**src/rtl/start_ctrl.sv**
```systemverilog
// start_ctrl: synchronises and debounces the start button and switches, then holds one start
// request per press until DS_DONE or watchdog abort. Define AUTO_REPEAT_EN for held-button relaunch.
module start_ctrl #(
  parameter logic [19:0] DEBOUNCE_CYCLES = 20'd1000000,
  parameter logic [15:0] TIMEOUT_CYCLES  = 16'd1000,
  parameter logic [23:0] REPEAT_CYCLES   = 24'd5000000
) (
  input  logic       CLK,
  input  logic       RESET_N,
  input  logic       BTN_IN,
  input  logic [9:0] SW_IN,
  input  logic       DS_IDLE,
  input  logic       DS_DONE,
  output logic       START_OUT,
  output logic [9:0] NUM_OUT,
  output logic       BUSY,
  output logic       ERR,
  output logic [7:0] PRESS_CNT
);

  typedef enum logic [1:0] {
    S_IDLE = 2'd0,
    S_REQ  = 2'd1,
    S_HOLD = 2'd2
  } state_e;

  logic        btn_meta_q, btn_sync_q;
  logic [9:0]  sw_meta_q, sw_sync_q;
  logic [19:0] db_cnt_q, db_cnt_d;
  logic        db_q, db_d, db_prev_q;
  logic        press;
  state_e      state_q, state_d;
  logic [15:0] wd_q, wd_d;
  logic        launch, abort;
  logic        rpt_fire;
  logic [9:0]  num_q;
  logic [7:0]  cnt_q;
  logic        err_q;

  if (DEBOUNCE_CYCLES == 20'd0 || TIMEOUT_CYCLES == 16'd0 || REPEAT_CYCLES == 24'd0) begin : g_bad_param
    $error("start_ctrl: cycle-count parameters must be at least 1");
  end

  always_ff @(posedge CLK or negedge RESET_N) begin
    if (!RESET_N) begin
      btn_meta_q <= 1'b0;
      btn_sync_q <= 1'b0;
      sw_meta_q  <= '0;
      sw_sync_q  <= '0;
    end else begin
      btn_meta_q <= BTN_IN;
      btn_sync_q <= btn_meta_q;
      sw_meta_q  <= SW_IN;
      sw_sync_q  <= sw_meta_q;
    end
  end

  // Counter only runs while the synced level disagrees; any agreement restarts the window.
  always_comb begin
    db_d     = db_q;
    db_cnt_d = '0;
    if (btn_sync_q != db_q) begin
      if (db_cnt_q == DEBOUNCE_CYCLES - 20'd1) db_d = ~db_q;
      else db_cnt_d = db_cnt_q + 20'd1;
    end
  end

  always_ff @(posedge CLK or negedge RESET_N) begin
    if (!RESET_N) begin
      db_cnt_q  <= '0;
      db_q      <= 1'b0;
      db_prev_q <= 1'b0;
    end else begin
      db_cnt_q  <= db_cnt_d;
      db_q      <= db_d;
      db_prev_q <= db_q;
    end
  end

  assign press = db_q & ~db_prev_q;

`ifdef AUTO_REPEAT_EN
  logic [23:0] rpt_q, rpt_d;

  assign rpt_fire = (rpt_q == REPEAT_CYCLES - 24'd1);

  // Saturates at terminal so a busy downstream only delays the relaunch.
  always_comb begin
    rpt_d = rpt_q;
    if (state_q != S_HOLD || !db_q) rpt_d = '0;
    else if (!rpt_fire) rpt_d = rpt_q + 24'd1;
  end

  always_ff @(posedge CLK or negedge RESET_N) begin
    if (!RESET_N) rpt_q <= '0;
    else          rpt_q <= rpt_d;
  end
`else
  assign rpt_fire = 1'b0;
`endif

  always_ff @(posedge CLK or negedge RESET_N) begin
    if (!RESET_N) begin
      state_q <= S_IDLE;
      wd_q    <= '0;
    end else begin
      state_q <= state_d;
      wd_q    <= wd_d;
    end
  end

  always_comb begin
    state_d = state_q;
    wd_d    = wd_q;
    launch  = 1'b0;
    abort   = 1'b0;
    unique case (state_q)
      S_IDLE: begin
        if (press && DS_IDLE) begin
          launch  = 1'b1;
          wd_d    = '0;
          state_d = S_REQ;
        end
      end
      S_REQ: begin
        // A completion in the timeout cycle counts as success.
        if (DS_DONE) begin
          state_d = S_HOLD;
        end else if (wd_q == TIMEOUT_CYCLES - 16'd1) begin
          abort   = 1'b1;
          state_d = S_HOLD;
        end else begin
          wd_d = wd_q + 16'd1;
        end
      end
      S_HOLD: begin
        if (!db_q) begin
          state_d = S_IDLE;
        end else if (rpt_fire && DS_IDLE) begin
          launch  = 1'b1;
          wd_d    = '0;
          state_d = S_REQ;
        end
      end
      default: state_d = S_IDLE;
    endcase
  end

  always_ff @(posedge CLK or negedge RESET_N) begin
    if (!RESET_N) begin
      num_q <= '0;
      cnt_q <= '0;
      err_q <= 1'b0;
    end else if (launch) begin
      num_q <= sw_sync_q;
      cnt_q <= cnt_q + 8'd1;
      err_q <= 1'b0;
    end else if (abort) begin
      err_q <= 1'b1;
    end
  end

  always_comb begin
    START_OUT = (state_q == S_REQ);
    BUSY      = (state_q != S_IDLE);
  end

  assign NUM_OUT   = num_q;
  assign ERR       = err_q;
  assign PRESS_CNT = cnt_q;

endmodule

```
**config.mk**
```make
export PLATFORM = sky130hd
export DESIGN_NAME = start_ctrl
export DESIGN_NICKNAME = d
export VERILOG_FILES = /design/src/rtl/start_ctrl.sv
export SDC_FILE = /design/constraint.sdc
export NUM_CORES = 1
export LEC_CHECK = 0
export CORE_MARGIN = 1
export CORE_UTILIZATION = 45
export CTS_BUF_LIST = sky130_fd_sc_hd__clkbuf_4 sky130_fd_sc_hd__clkbuf_8
export DETAILED_ROUTE_END_ITERATION = 8
export PLACE_DENSITY = 0.66
export SKIP_CTS_REPAIR_TIMING = 1
export SLEW_MARGIN = 20
export SYNTH_ARGS = -nofsm -noshare
export SYNTH_HDL_FRONTEND = slang
export SYNTH_SLANG_ARGS = --single-unit
```
**constraint.sdc**
```tcl
create_clock -name CLK -period 2.75 [get_ports CLK]
set_input_delay 0.55 -clock CLK [delete_from_list [all_inputs] [get_ports CLK]]
set_output_delay 0.55 -clock CLK [all_outputs]
set_load 0.05 [all_outputs]
```
# Yosys cells after proc, flatten, opt, wreduce, memory -nomap -nowiden

Cells that the tools add are included.

Bits in registers: 81
Input bits: 15

Reduce and logical (&&, ||, !) cells: 8
Equal/unequal tests: 10
$add $sub $neg: 3
Multiplexer cells: 18
Bitwise logic cells: 3

Operators by type and width:

| kind                                                              | number |
|---|---|
| 16-bit 2-to-1 mux                                                 | 3 |
| 20-bit 2-to-1 mux                                                 | 2 |
| 16-bit one-hot mux with 2 select lines                            | 1 |
| 20-bit by 1-bit adder with 20-bit output, second input constant   | 1 |
| 20-bit == test, second input constant                             | 1 |
| 16-bit by 1-bit adder with 16-bit output, second input constant   | 1 |
| 16-bit by 10-bit == test with 1-bit output, second input constant | 1 |
| 8-bit by 1-bit adder with 8-bit output, second input constant     | 1 |
| 2-bit 2-to-1 mux                                                  | 4 |
| 2-bit != test, second input constant                              | 4 |
| 1-bit 2-to-1 mux                                                  | 7 |
| 2-bit one-hot mux with 3 select lines                             | 1 |
| 2-bit nonzero test                                                | 3 |
| 4-bit AND reduction                                               | 1 |
| 3-bit by 2-bit != test with 1-bit output, second input constant   | 1 |
| 3-bit AND reduction                                               | 1 |
| 2-bit by 1-bit == test with 1-bit output, second input constant   | 1 |
| 2-bit == test, second input constant                              | 1 |
| 2-bit zero test                                                   | 1 |
| 1-bit inverter                                                    | 2 |
| 2-bit AND reduction                                               | 1 |
| 1-bit bitwise AND                                                 | 1 |
| 1-bit logical AND                                                 | 1 |
| 1-bit != test                                                     | 1 |

# Longest topological paths before layout

Gate-level depths: netlist of run 1.

Depth in word-level cells: 6
Depth in mapped cells: 6
Mapped depth without buffers: 5

# Worst setup path before layout of run 1

No wires, ideal clock.

Path kind: flip-flop to flip-flop
Start point: register wd_q[4]
End point: register wd_q[15]
Arrival: 1.844 ns
Data required time: 2.614 ns
Path buffers: 2
Library setup time: 0.136 ns
Path slack: 0.771 ns
Stages on the path, launching flop included: 7
Cells stage by stage: dfrtp_1 > buf_6 > or4_4 > or4b_4 > buf_6 > o2111ai_1 > o211ai_1

Cells in the longest elaborated chain, start to end: 4
Elaborated cells on any way between the ends: 7

Ends and longest elaborated chain:

| item                                     | RTL line | text |
|---|---|---|
| from (decl)                              | 33       | `logic [15:0] wd_q, wd_d;` |
| from (signal assigned)                   | 108      | `wd_q <= wd_d;` |
| 16-bit by 1-bit adder with 16-bit output | 133      | `wd_d = wd_q + 16'd1;` |
| 16-bit 2-to-1 mux                        | 129      | `end else if (wd_q == TIMEOUT_CYCLES - 16'd1) begin` |
| 16-bit 2-to-1 mux                        | 127      | `if (DS_DONE) begin` |
| 16-bit one-hot mux with 2 select lines   | 117      | `unique case (state_q)` |

Parallel ways exist; a longest one is shown, timed or not. The select of a mux whose other input is x is not followed.
A chain may end at the register's enable or synchronous reset.

# Worst setup path after layout of run 1

Start point: register state_q[1]
End point: output START_OUT

Cells in the longest elaborated chain, start to end: 1

Ends and longest elaborated chain:

| item                                     | RTL line | text |
|---|---|---|
| from (decl)                              | 32       | `state_e state_q, state_d;` |
| from (signal assigned)                   | 107      | `state_q <= state_d;` |
| 2-bit by 1-bit == test with 1-bit output | 164      | `START_OUT = (state_q == S_REQ);` |
| to (decl)                                | 14       | `output logic START_OUT,` |

Every way passes these cells.

==> flow_summary.yaml, run 1 <==
pwr:
  power_switching_mw: 0.4507
  power_frac_comb_pct: 2.8
  max-vdd-ir-drop_mv: 0.2850
  switching_share_pct: 19.50
  p_leak_nw: 1.780
  clkPwrFrac_pct: 44.4
  power_frac_seq_pct: 52.8
  p_int_mw: 1.860
  p_per_area_mw_per_mm2: 556.7
  design_power_total_mw: 2.311
detailed_routing:
  routed_wl_um: 6731
  postRouteAntennaNets: 0
  drt_first_pass_iters: 4
  vias: 2606
  first_iter_violations: 166
  routedWlPerCell_um: 14.41
  drcViolationCount: 0
  via_per_inst: 5.580
global_routing:
  grt_max_degree: 56
  grt_pass1_vias: 2395
  grt_pass1_wl_um: 11470
  grt_use_total_pct: 17.88
  grt.overflow.total: 0
  grt_antenna_before_repair: 0
timing:
  maxSlewHeadroom_pct: 50.52
  fin_crit_sh_pct: 94.94
  post-route-min-period_ns: 2.611
  worst_pin_slew_ns: 0.7422
  finalHoldViolCount: 0
  fmax_mhz: 383.0
  finClkSkew_ns: 0.008191
  setup-tns-final_ns: 0
  rsz0062_at_grt: "no"
  holdWs_ns: 0.2581
  setup_violations: 0
  finalMaxSlewViolations: 0
setup_path:
  worst_r2r_startpoint: "wd_q[12]"
  worstSetupStartpointType: "flip-flop"
  r2r_slack_ns: 0.56
  path_max_fanout: 8
  r2r-end: "wd_q[1]"
  worstPathArrival_ns: 2.06
  r2r_cells: 4
  cp-end-kind: "output port"
  worst-setup-path-type: "reg2out"
  crit_required_ns: 2.20
clock_network:
  cts-root-buf: "clkbuf_8"
  cts_tree: "built"
  clock_sinks: 81
  clk_pin_slew_ns: 0.08
  worstSkewPairLatency_ns: 0.34
  cts_max_path_buffers: 2
  cts_max_level: 3
  cts-buffers-inserted: 9
logic_synthesis:
  synth_edf_count: 0
  ys_ff_latch: 81
  synth_fp_nets: 348
  ys_types: 42
  syn_area_mm2: 0.003465
  yosysSeqAreaShare_pct: 58.50
  yosysWarningCount: 0
  async_reset_ff_share_pct: 100.0
  synth_ff_type: "dfrtp_1"
  postSynthAreaPerCell_um2: 10.50
  synth_cells: 330
run_status:
  status: "finished, final reports clean"
finish:
  multi_input_area_mm2: 0.001335
  antenna_cells: 0
  finish.instance_area_mm2: 0.004151
  regArea_mm2: 0.002027
  syn_to_final_growth_pct: 19.83
  fillers: 644
  drive_above_1_share_pct: 7.337
  fin_nets: 382
placed_design:
  dp_hpwl_um: 4531
  gp_congestion: 0.8133
  port_buffers: 35
  dpl-instance-area_mm2: 0.003910
min_path:
  hold_class: "in2async"
floorplanning:
  die_h_um: 89.75
  core_region_area_mm2: 0.007331
  die-area_mm2: 0.008054
  ios: 36
  die_width_um: 89.75
  initial_core_util_pct: 47.26
  rows: 31
job:
  drv_cap: 0
-- power by group through the flow --
stage	clock, mW	sequential (mW)	combinational [mW]
after detailed placement	0	1.24	0.0669
after floorplan	0	1.24	0.0139
after CTS	1.06	1.22	0.0674
final	1.03	1.22	0.0652
after global placement	0	1.24	0.0670
after global routing	1.10	1.22	0.0744
-- cell usage in the layout (no fill, tap or decap), drive strengths merged, types with 5 or more instances in the layout --
master and instances:
nand2 48, xor2 6, nor2 22, o31ai 9
o211ai 5, a31oi 6, nand3 19, inv 7
o21ai 19, xnor2 13, clkbuf 10, dfrtp 81
and3 5, buf 6, clkdlybuf4s50 34, nand4 15
a21oi 10, or3 8
-- layout make-up --
| cell class | instances | area share, % |
|---|---|---|
| Timing Repair Buffer | 40 | 9.584 |
| Multi-Input combinational cell | 225 | 32.16 |
| Clock buffer | 10 | 3.315 |
| Inverter | 7 | 0.6329 |
| Clock inverter | 5 | 2.502 |
| Tap cell | 99 | 2.984 |
| Sequential cell | 81 | 48.82 |
-- cell usage after synthesis (all sizes together), types with 3 or more instances --
| master | instances | area share (%) |
|---|---|---|
| o31ai | 9 | 2.3 |
| nor4 | 4 | 0.72 |
| a21oi | 10 | 1.4 |
| xor2 | 6 | 1.5 |
| inv | 7 | 0.76 |
| a31oi | 6 | 1.1 |
| xnor2 | 13 | 3.3 |
| nand3 | 19 | 2.7 |
| nor3 | 4 | 0.58 |
| nand4 | 15 | 2.7 |
| o21ai | 19 | 2.7 |
| and3 | 5 | 0.90 |
| nor2 | 22 | 2.4 |
| and4 | 4 | 1.0 |
| dfrtp | 81 | 59 |
| or4 | 4 | 0.98 |
| or3 | 8 | 1.4 |
| o211ai | 5 | 1.1 |
| buf | 3 | 0.79 |
| ha | 3 | 1.1 |
| clkbuf | 14 | 1.6 |
| nand2 | 48 | 5.2 |
-- worst max-delay path, cell delays in order, from the launching register on --
cell and delay [ns]:
dfrtp_1 0.41, nand2b_1 0.31, inv_1 0.18, clkdlybuf4s50_1 0.81
-- stage by stage --
stage | utilization, % | instances | setup WS [ns]
after CTS | 56.63 | 467 | 0.1195
after global placement | 53.34 | 452 | 0.3960
after detailed placement | 53.34 | 452 | 0.3256
after floorplan | - | 330 | 0.7708
after global routing | 56.63 | 467 | 0.06786
final | 56.63 | 467 | 0.1392
-- how the worst max path moves through the flow --
stage / from / endpoint / slack [ns] / cells after the start
global placement: DS_IDLE / wd_q[14] / 0.40 / 5
CTS: state_q[1] / START_OUT / 0.12 / 3
detailed placement: DS_IDLE / wd_q[10] / 0.33 / 5
finish: state_q[1] / START_OUT / 0.14 / 3
global route: state_q[1] / START_OUT / 0.07 / 3
floorplan: wd_q[4] / wd_q[15] / 0.77 / 6
-- kinds of logic (layout without fill, tap and decap cells) --
family | count (synthesis) | after routing | synth area share [%]
DFF | 81 | 81 | 58.50
and+or+nand+nor | 147 | 147 | 21.96
AOI/OAI and AO/OA | 55 | 55 | 10.22
xor gates and xnor gates | 19 | 19 | 4.803
muxes | 1 | 1 | 0.3250
adders and majority gates | 3 | 3 | 1.084
buffers and inverters | 24 | 62 | 3.106
-- metal layers --
layer,up-vias,GRT usage [%],share of wire [%]
li1,1246,-,-
met1,1288,24.99,49
met2,72,26.47,47
met3,0,3.553,4.5
met4,0,9.153,0
met5,-,0,0
-- registers in the layout (all words and copies together) (netlist names) --
signal,count
NUM_OUT,10
wd_q,16
ERR,1
db_prev_q,1
sw_meta_q,10
db_cnt_q,20
state_q,2
PRESS_CNT,8
btn_sync_q,1
sw_sync_q,10
btn_meta_q,1
db_q,1
No activity file was read; power rests on OpenSTA's default activity.
==> run 2, diff against run 1 <==
Settings changed: SETUP_SLACK_MARGIN set to 0.05.
==> results of run 2 <==
Final layout, timing and power as in run 1 (identical DEF).
